[src/rtl/voice_allocator_if.sv]
// MIDI note-event handshake between an event source and the voice allocator.
// An event transfers on a rising edge where ev_valid and ev_ready are both high.
interface voice_allocator_if;
    logic       ev_valid;
    logic       ev_ready;
    logic       ev_on;
    logic [6:0] ev_key;
    logic [6:0] ev_vel;

    modport master (
        output ev_valid,
        output ev_on,
        output ev_key,
        output ev_vel,
        input  ev_ready
    );

    modport slave (
        input  ev_valid,
        input  ev_on,
        input  ev_key,
        input  ev_vel,
        output ev_ready
    );
endinterface

[src/rtl/voice_allocator.sv]
// Polyphonic voice allocator: scans one voice per cycle for a held-key match and
// a free voice, then commits a retrigger, fresh allocation or LRU steal.
module voice_allocator #(
    parameter int VOICES  = 8,
    parameter int V_WIDTH = 3
) (
    input  logic               OSC_CLK,
    input  logic               iRST,
    voice_allocator_if.slave   ev,
    input  logic [VOICES-1:0]  voice_free,
    output logic [VOICES-1:0]  keys_on,
    output logic               note_on,
    output logic [V_WIDTH-1:0] cur_key_adr,
    output logic [7:0]         cur_key_val,
    output logic [7:0]         cur_vel_on,
    output logic [7:0]         cur_vel_off,
    output logic               steal
);

    typedef enum logic [1:0] {
        IDLE   = 2'd0,
        SCAN   = 2'd1,
        COMMIT = 2'd2
    } state_t;

    localparam logic [V_WIDTH-1:0] LAST_IDX = V_WIDTH'(VOICES - 1);

    state_t               state_r;
    state_t               state_s;
    logic                 ready_r;
    logic                 accept_s;

    logic                 lat_on_r;
    logic [6:0]           lat_key_r;
    logic [6:0]           lat_vel_r;

    logic [V_WIDTH-1:0]   scan_idx_r;
    logic                 match_found_r;
    logic [V_WIDTH-1:0]   match_idx_r;
    logic                 free_found_r;
    logic [V_WIDTH-1:0]   free_idx_r;
    logic                 hit_match_s;
    logic                 hit_free_s;

    logic [6:0]           key_r [VOICES];
    logic [V_WIDTH-1:0]   age_r [VOICES];

    logic [V_WIDTH-1:0]   oldest_s;
    logic [V_WIDTH-1:0]   tgt_s;
    logic [V_WIDTH-1:0]   tgt_age_s;
    logic                 stolen_s;

    assign ev.ev_ready = ready_r;
    assign accept_s    = ev.ev_valid && ready_r && (state_r == IDLE);

    // Next-state decode: one transfer, VOICES scan cycles, one commit cycle.
    always_comb begin
        state_s = state_r;
        case (state_r)
            IDLE: begin
                if (accept_s) begin
                    state_s = SCAN;
                end else begin
                    state_s = IDLE;
                end
            end
            SCAN: begin
                if (scan_idx_r == LAST_IDX) begin
                    state_s = COMMIT;
                end else begin
                    state_s = SCAN;
                end
            end
            COMMIT:  state_s = IDLE;
            default: state_s = IDLE;
        endcase
    end

    // State register; ready is registered from the next state so it is glitch-free.
    always_ff @(posedge OSC_CLK) begin
        if (iRST) begin
            state_r <= IDLE;
            ready_r <= 1'b1;
        end else begin
            state_r <= state_s;
            ready_r <= (state_s == IDLE);
        end
    end

    // Per-cycle scan hits; voice_free is sampled live so late changes only affect unscanned voices.
    always_comb begin
        hit_match_s = keys_on[scan_idx_r] && (key_r[scan_idx_r] == lat_key_r);
        hit_free_s  = voice_free[scan_idx_r] && !keys_on[scan_idx_r];
    end

    // Event latch and lowest-index match/free finders.
    always_ff @(posedge OSC_CLK) begin
        if (iRST) begin
            lat_on_r      <= 1'b0;
            lat_key_r     <= 7'd0;
            lat_vel_r     <= 7'd0;
            scan_idx_r    <= '0;
            match_found_r <= 1'b0;
            match_idx_r   <= '0;
            free_found_r  <= 1'b0;
            free_idx_r    <= '0;
        end else begin
            case (state_r)
                IDLE: begin
                    if (accept_s) begin
                        // Velocity-0 note-on is a note-off in MIDI running-status practice.
                        lat_on_r      <= ev.ev_on && (ev.ev_vel != 7'd0);
                        lat_key_r     <= ev.ev_key;
                        lat_vel_r     <= ev.ev_vel;
                        scan_idx_r    <= '0;
                        match_found_r <= 1'b0;
                        match_idx_r   <= '0;
                        free_found_r  <= 1'b0;
                        free_idx_r    <= '0;
                    end
                end
                SCAN: begin
                    if (hit_match_s && !match_found_r) begin
                        match_found_r <= 1'b1;
                        match_idx_r   <= scan_idx_r;
                    end
                    if (hit_free_s && !free_found_r) begin
                        free_found_r <= 1'b1;
                        free_idx_r   <= scan_idx_r;
                    end
                    scan_idx_r <= scan_idx_r + 1'b1;
                end
                default: begin
                    scan_idx_r <= scan_idx_r;
                end
            endcase
        end
    end

    // Locate the least-recently triggered voice (age VOICES-1).
    always_comb begin
        oldest_s = '0;
        for (int i = 0; i < VOICES; i++) begin
            if (age_r[i] == LAST_IDX) begin
                oldest_s = V_WIDTH'(i);
            end else begin
                oldest_s = oldest_s;
            end
        end
    end

    // Target priority: retrigger a held key, else lowest free voice, else steal the oldest.
    always_comb begin
        stolen_s = 1'b0;
        if (match_found_r) begin
            tgt_s = match_idx_r;
        end else if (free_found_r) begin
            tgt_s = free_idx_r;
        end else begin
            tgt_s    = oldest_s;
            stolen_s = 1'b1;
        end
        tgt_age_s = age_r[tgt_s];
    end

    // Voice table: gates, stored keys and LRU ages (ages stay a permutation of 0..VOICES-1).
    always_ff @(posedge OSC_CLK) begin
        if (iRST) begin
            keys_on <= '0;
            for (int i = 0; i < VOICES; i++) begin
                key_r[i] <= 7'd0;
                age_r[i] <= V_WIDTH'(i);
            end
        end else if (state_r == COMMIT) begin
            if (lat_on_r) begin
                keys_on[tgt_s] <= 1'b1;
                key_r[tgt_s]   <= lat_key_r;
                for (int j = 0; j < VOICES; j++) begin
                    if (V_WIDTH'(j) == tgt_s) begin
                        age_r[j] <= '0;
                    end else if (age_r[j] < tgt_age_s) begin
                        age_r[j] <= age_r[j] + 1'b1;
                    end
                end
            end else if (match_found_r) begin
                keys_on[match_idx_r] <= 1'b0;
            end
        end
    end

    // Registered event outputs; note_on and steal are single-cycle pulses.
    always_ff @(posedge OSC_CLK) begin
        if (iRST) begin
            note_on     <= 1'b0;
            steal       <= 1'b0;
            cur_key_adr <= '0;
            cur_key_val <= 8'd0;
            cur_vel_on  <= 8'd0;
            cur_vel_off <= 8'd0;
        end else begin
            note_on <= 1'b0;
            steal   <= 1'b0;
            if (state_r == COMMIT) begin
                if (lat_on_r) begin
                    note_on     <= 1'b1;
                    steal       <= stolen_s;
                    cur_key_adr <= tgt_s;
                    cur_key_val <= {1'b0, lat_key_r};
                    cur_vel_on  <= {1'b0, lat_vel_r};
                end else if (match_found_r) begin
                    cur_key_adr <= match_idx_r;
                    cur_key_val <= {1'b0, lat_key_r};
                    cur_vel_off <= {1'b0, lat_vel_r};
                end
            end
        end
    end

endmodule

[src/flat_wrapper.sv]
// flat-port wrapper written by rule: the top's interface ports become plain ports
module voice_allocator_flat 
#(
    parameter int VOICES  = 8,
    parameter int V_WIDTH = 3
)
  (OSC_CLK, iRST, voice_free, keys_on, note_on, cur_key_adr, cur_key_val, cur_vel_on, cur_vel_off, steal, ev_ev_valid, ev_ev_on, ev_ev_key, ev_ev_vel, ev_ev_ready);
  voice_allocator_if ev_i ();
  input  logic OSC_CLK;
  input  logic iRST;
  input  logic [VOICES-1:0] voice_free;
  output logic [VOICES-1:0] keys_on;
  output logic note_on;
  output logic [V_WIDTH-1:0] cur_key_adr;
  output logic [7:0] cur_key_val;
  output logic [7:0] cur_vel_on;
  output logic [7:0] cur_vel_off;
  output logic steal;
  input wire logic [$bits(ev_i.ev_valid)-1:0] ev_ev_valid;
  input wire logic [$bits(ev_i.ev_on)-1:0] ev_ev_on;
  input wire logic [$bits(ev_i.ev_key)-1:0] ev_ev_key;
  input wire logic [$bits(ev_i.ev_vel)-1:0] ev_ev_vel;
  output wire logic [$bits(ev_i.ev_ready)-1:0] ev_ev_ready;
  assign ev_i.ev_valid = ev_ev_valid;
  assign ev_i.ev_on = ev_ev_on;
  assign ev_i.ev_key = ev_ev_key;
  assign ev_i.ev_vel = ev_ev_vel;
  assign ev_ev_ready = ev_i.ev_ready;
  voice_allocator #(.VOICES(VOICES), .V_WIDTH(V_WIDTH)) u_core (.OSC_CLK(OSC_CLK), .iRST(iRST), .ev(ev_i), .voice_free(voice_free), .keys_on(keys_on), .note_on(note_on), .cur_key_adr(cur_key_adr), .cur_key_val(cur_key_val), .cur_vel_on(cur_vel_on), .cur_vel_off(cur_vel_off), .steal(steal));
endmodule
[config.mk]
export PLATFORM = sky130hd
export DESIGN_NAME = voice_allocator_flat
export DESIGN_NICKNAME = d
export VERILOG_FILES = /design/src/rtl/voice_allocator_if.sv /design/src/rtl/voice_allocator.sv /design/src/flat_wrapper.sv
export SDC_FILE = /design/constraint.sdc
export NUM_CORES = 1
export LEC_CHECK = 0
export CAP_MARGIN = 0
export CORE_ASPECT_RATIO = 1.4
export CORE_UTILIZATION = 50
export DETAILED_ROUTE_END_ITERATION = 16
export PLACE_DENSITY_LB_ADDON = 0.2
export SLEW_MARGIN = 20
export SYNTH_ARGS = -nofsm -noshare
export SYNTH_HDL_FRONTEND = slang
export SYNTH_SLANG_ARGS = --single-unit
[constraint.sdc]
create_clock -name OSC_CLK -period 4.4 [get_ports OSC_CLK]
set_input_delay 0.88 -clock OSC_CLK [delete_from_list [all_inputs] [get_ports OSC_CLK]]
set_output_delay 0.88 -clock OSC_CLK [all_outputs]
set_load 0.1 [all_outputs]
==> After elaboration in Yosys (flattened, before gate mapping) <==
Memories as Yosys holds them, arrays and structs flattened. A register that Yosys moved wholly into a read port is not among the register bits.
Index checks and enable logic that the tools add are counted.
{ "totals": {"ff_bits": 64, "ram_bits": 80, "out_inout_bits": 38, "memories": 2} }
{ "classes": {"add_sub_neg": 9, "n_lt_le_gt_ge": 13, "n_eq_ne": 21, "muxes": 153, "bitwise_logic": 21, "n_reduce_logical": 27} }
{ "mem_list": {"columns": ["memory", "depth", "width", "read_ports", "rd_clocked_by_memory_dff", "wr", "line", "source"], "rows": [
  ["u_core.key_r", 8, 7, 1, 1, 8, "voice_allocator.sv:45", "logic [6:0] key_r [VOICES];"],
  ["u_core.age_r", 8, 3, 9, 0, 8, "voice_allocator.sv:46", "logic [V_WIDTH-1:0] age_r [VOICES];"]
]} }
{ "ops": {"columns": ["op", "count"], "rows": [
  ["two-way mux 1 bit", 105],
  ["two-way mux 3 bit", 30],
  ["two-way mux 8 bit", 4],
  ["adder 3 x 1 -> 3 bit (second input constant)", 9],
  ["== test 3 bit (second input constant)", 8],
  ["< comparator 3 bit", 8],
  ["one-hot mux 3 bit (2 select lines)", 3],
  ["bitwise OR 1 bit", 16],
  ["== test 3 bit (first input constant)", 4],
  ["< comparator 3 x 4 -> 1 bit (second input constant)", 3],
  ["logical AND 1 bit", 9],
  ["AND reduction 3 bit", 3],
  ["bitwise AND 8 bit", 1],
  ["inverter 8 bit", 1],
  ["bitwise OR 8 bit", 1],
  ["AND reduction 2 bit", 4],
  ["== test 7 bit", 1],
  ["two-way mux 7 bit", 1],
  ["nonzero test 7 bit", 1],
  ["OR reduction 7 bit", 1],
  ["binary-select mux 1 bit (select 3 bit)", 2],
  ["demux 1 bit (select 3 bit)", 2],
  ["== test 2 x 3 -> 1 bit (first input constant)", 2],
  [">= comparator 3 x 1 -> 1 bit (second input constant)", 2],
  ["13 further kinds", 23]
]} }

==> Depth between registers and ports, before layout <==
Gate-level depths: netlist of run 1.
An unclocked memory read counts as a cell.
{ "depth": {"ltp_word": 20, "depth_mapped": 15, "depth_no_buf": 14} }

==> Worst setup path before layout of run 1 <==
Ideal clock, no wire load.
{ "synth_path": {"kind": "reg-to-reg", "startpoint": "memory u_core.age_r[1][0]", "endpoint": "memory u_core.age_r[0][0], enable pin", "setup_time_ns": 0.333, "t_arrival_ns": 3.477, "required_time_ns": 4.067, "slack_ns": 0.590, "path_stages_with_launch": 15, "n_path_buf": 1, "synth_period_minus_slack_ns": 3.810, "cell_sequence": "edfxtp_1 > ha_1 > ha_1 > nor2b_1 > o311ai_1 > a21oi_1 > buf_2 > nand2_1 > and3_1 > a311oi_1 > a31oi_1 > ha_1 > and2_1 > a221o_1 > a31oi_1"} }
{ "synth_rtl": {"columns": ["item", "line"], "rows": [
  ["start, declared", "voice_allocator.sv:46"]
]} }

==> impl_metrics.yaml, run 1 <==
clock_tree:
  path_clk_slew_ps: 70
  h-tree-depth: 4
  tritoncts: "yes"
  cts_root_buffer: "clkbuf_16"
  cts-buffers-inserted: 17
  clock_latency_ps: 430
  cts.sinks: 146
  cts_buffer_depth: 2
place:
  dp_hpwl_mm: 14.1
  numPortBuffers: 60
  gp_congestion: 0.899
  post-place-cells: 920
power:
  ir_worst_vdd_mv: 0.214
  pwr-share-comb_pct: 12.5
  switchingPower_mw: 0.927
  p_int_mw: 2.51
  clkPwrFrac_pct: 43.2
  leakage_nw: 3.25
  pwr-share-seq_pct: 44.3
  p_per_area_mw_per_mm2: 396
  finalPower_mw: 3.44
  sw_frac_of_total_pct: 27.0
layout:
  mostFrequentLayoutCells: "nand2_1, edfxtp_1, dfxtp_1, clkdlybuf4s50_1, and2_1"
  postLayoutCoreUtil_pct: 61.9
  finalNonFillerCells: 952
  mostFrequentLayoutCell: "nand2_1"
  fillers: 1176
  fin_nets: 805
  layout-drive-gt1-share_pct: 11.6
  ff_latch_area_mm2: 0.00372
  n_antenna_cell: 0
  syn_to_final_growth_pct: 19.6
  multi_input_area_mm2: 0.00326
sta:
  tightest_slew_ps: 1020
  hold_slack_ps: 458
  finalHoldViolCount: 0
  fin_crit_ps: 4060
  max-slew-margin-rel_pct: 31.6
  tns_ps: 0
  rsz0062_at_grt: "no"
  maxSlewViolCount: 0
  fmax_ghz: 0.247
  setup_violations: 0
  min_period_over_period_pct: 92.2
  fin_skew_ps: 10.1
min_path:
  hold_path_class: "register to register"
  hp-start: "u_core.cur_vel_on[5]"
setup_path:
  cp_cell_sequence: "ha_1, ha_1, or4_1, mux2i_1, o21a_1, a211oi_1, o21ai_2, nand2_1, a221o_1, a31oi_1"
  critPathLaunch: "u_core.age_r[4][0]"
  required_ps: 4490
  critPathArrivalTime_ps: 4140
  max_stage_delay_ps: 550
  cpMaxStageDelayCell: "or4_1"
  path_class: "register to register"
  cp_max_fo: 10
  crit_top_cell: "ha_1"
  crit_path_start_kind: "register"
  end_kind: "register"
  r2r_start: "u_core.age_r[4][0]"
synth:
  yosysWarnings: 0
  synthArstFlopShare_pct: 0
  synth_seq_area_share_pct: 51.3
  synth_seq_cells: 146
  syn_area_mm2: 0.00726
  synth_edf_count: 80
  syn_inst: 694
  avgSynthCellArea_um2: 10.5
  ys_types: 64
  ys.flop_type: "edfxtp_1"
global_route:
  antenna_found_initial: 0
  grt_pass1_wl_mm: 30.9
  grt_overflow: 0
  grt_max_degree: 61
  grt.total_usage_pct: 27.4
  first_global_vias: 5633
floorplan:
  core-area_mm2: 0.0140
  initial_utilization_pct: 51.7
  die_h_um: 145
  rows: 51
  dieArea_mm2: 0.0150
  die_w_um: 104
  boundaryPins: 64
routing:
  met1_length_mm: 8.22
  wl_met3_um: 667
  wl_per_cell_um: 20.6
  ant_nets: 0
  viasPerCell: 5.83
  dr.max_layer_used: "met4"
  drtIter0Drc: 317
  drt_wl_total_mm: 19.6
  dr.pass1.iters: 4
  wl_met2_mm: 10.1
  vias: 5548
  drc: 0
flow_run:
  drv_cap: 0
outcome:
  run_status: "finished clean"
[cells in the mapped netlist (14+ instances only)]
| cell type | number | share of area (%) |
|---|---|---|
| nor2_1 | 39 | 2.0 |
| ha_1 | 25 | 4.3 |
| nor3_1 | 15 | 1.0 |
| clkbuf_1 | 30 | 1.6 |
| nand2_1 | 105 | 5.4 |
| dfxtp_1 | 66 | 18 |
| mux4_2 | 18 | 5.6 |
| and3_1 | 15 | 1.3 |
| mux2i_1 | 19 | 2.6 |
| edfxtp_1 | 80 | 33 |
| nand3_1 | 14 | 0.97 |
| a21oi_1 | 51 | 3.5 |
| inv_1 | 25 | 1.3 |
| and2_1 | 53 | 4.6 |
[cells by family after synthesis]
group,share of synthesized area (%)
compound gates,12.2
xor+xnor,0.965
mux,8.36
flops,51.3
simple gates,18.8
other cells,0.0516
fa+ha+maj,4.31
buf+inv,4.05
[routing by layer]
metal  GRT usage, %  vias up
li1               -     2639
met1           33.2     2715
met2           48.7      153
met3           4.01       41
met4           12.3        0
met5              0        -
[final timing paths]
kind                                        endpoint  depth (start not counted)  slack [ps]
worst min-delay path            u_core.cur_vel_on[5]                          2         460
worst max register to register    u_core.age_r[4][2]                         10         340
worst min register to register  u_core.cur_vel_on[5]                          2         460
worst max-delay path              u_core.age_r[4][2]                         10         340
[worst max-delay path, delay by kind of cell (launching register included)]
family	cells	cell delay, ps
AOI/OAI and AO/OA	5	1800
and+or+nand+nor	2	790
DFF	1	450
adders and majority gates	2	450
muxes	1	240
[state kept, by name, indices dropped and copies added, names as in the netlist, 3 cells and up, named ones only]
| name | count |
|---|---|
| u_core.key_r | 56 |
| u_core.age_r | 24 |
| u_core.keys_on | 8 |
| u_core.cur_key_val | 7 |
| u_core.cur_vel_off | 7 |
| u_core.cur_vel_on | 7 |
| u_core.lat_key_r | 7 |
| u_core.lat_vel_r | 7 |
| u_core.cur_key_adr | 3 |
| u_core.free_idx_r | 3 |
| u_core.match_idx_r | 3 |
| u_core.scan_idx_r | 3 |
[layout make-up]
type | instances | share of cell area (%)
clock inverter | 14 | 1.93
multi-input combinational | 481 | 37.6
timing repair buffer | 83 | 8.84
inverter | 25 | 1.08
clock buffer | 18 | 5.06
sequential | 146 | 42.9
tap | 185 | 2.66
[repair_timing]
item	in CTS	in global routing
setup endpoints to repair	0	9
resized for setup	0	1
setup buffers	0	0
hold buffers	0	0
[stage by stage]
step / worst slack [ps] / cell area (um2)
4_1_cts: 347 / 8680
5_1_grt: 103 / 8690
2_1_floorplan: 590 / 7270
3_5_place_dp: 360 / 8070
6_report: 345 / 8690
3_3_place_gp: 521 / 8070
[power groups by stage]
stage / Combinational, mW / Clock (mW) / Sequential, mW
floorplan: 0.305 / 0 / 1.53
global route: 0.464 / 1.56 / 1.53
finish: 0.429 / 1.49 / 1.52
detailed placement: 0.422 / 0 / 1.55
global placement: 0.415 / 0 / 1.55
CTS: 0.424 / 1.50 / 1.52
Note: power is estimated with default switching activity, not from simulation.
==> run 2, diff against run 1 <==
--- a/config.mk
+++ b/config.mk
@@ -5,7 +5,6 @@
 export SDC_FILE = /design/constraint.sdc
 export NUM_CORES = 1
 export LEC_CHECK = 0
-export CAP_MARGIN = 0
 export CORE_ASPECT_RATIO = 1.4
 export CORE_UTILIZATION = 50
 export DETAILED_ROUTE_END_ITERATION = 16
==> results of run 2 <==
Same layout as run 1: the final DEF is identical, and so are final timing and power.
==> run 3, diff against run 2 <==
--- a/config.mk
+++ b/config.mk
@@ -8,6 +8,7 @@
 export CORE_ASPECT_RATIO = 1.4
 export CORE_UTILIZATION = 50
 export DETAILED_ROUTE_END_ITERATION = 16
+export GPL_TIMING_DRIVEN = 1
 export PLACE_DENSITY_LB_ADDON = 0.2
 export SLEW_MARGIN = 20
 export SYNTH_ARGS = -nofsm -noshare
==> results of run 3 <==
Same layout as run 1: the final DEF is identical, and so are final timing and power.
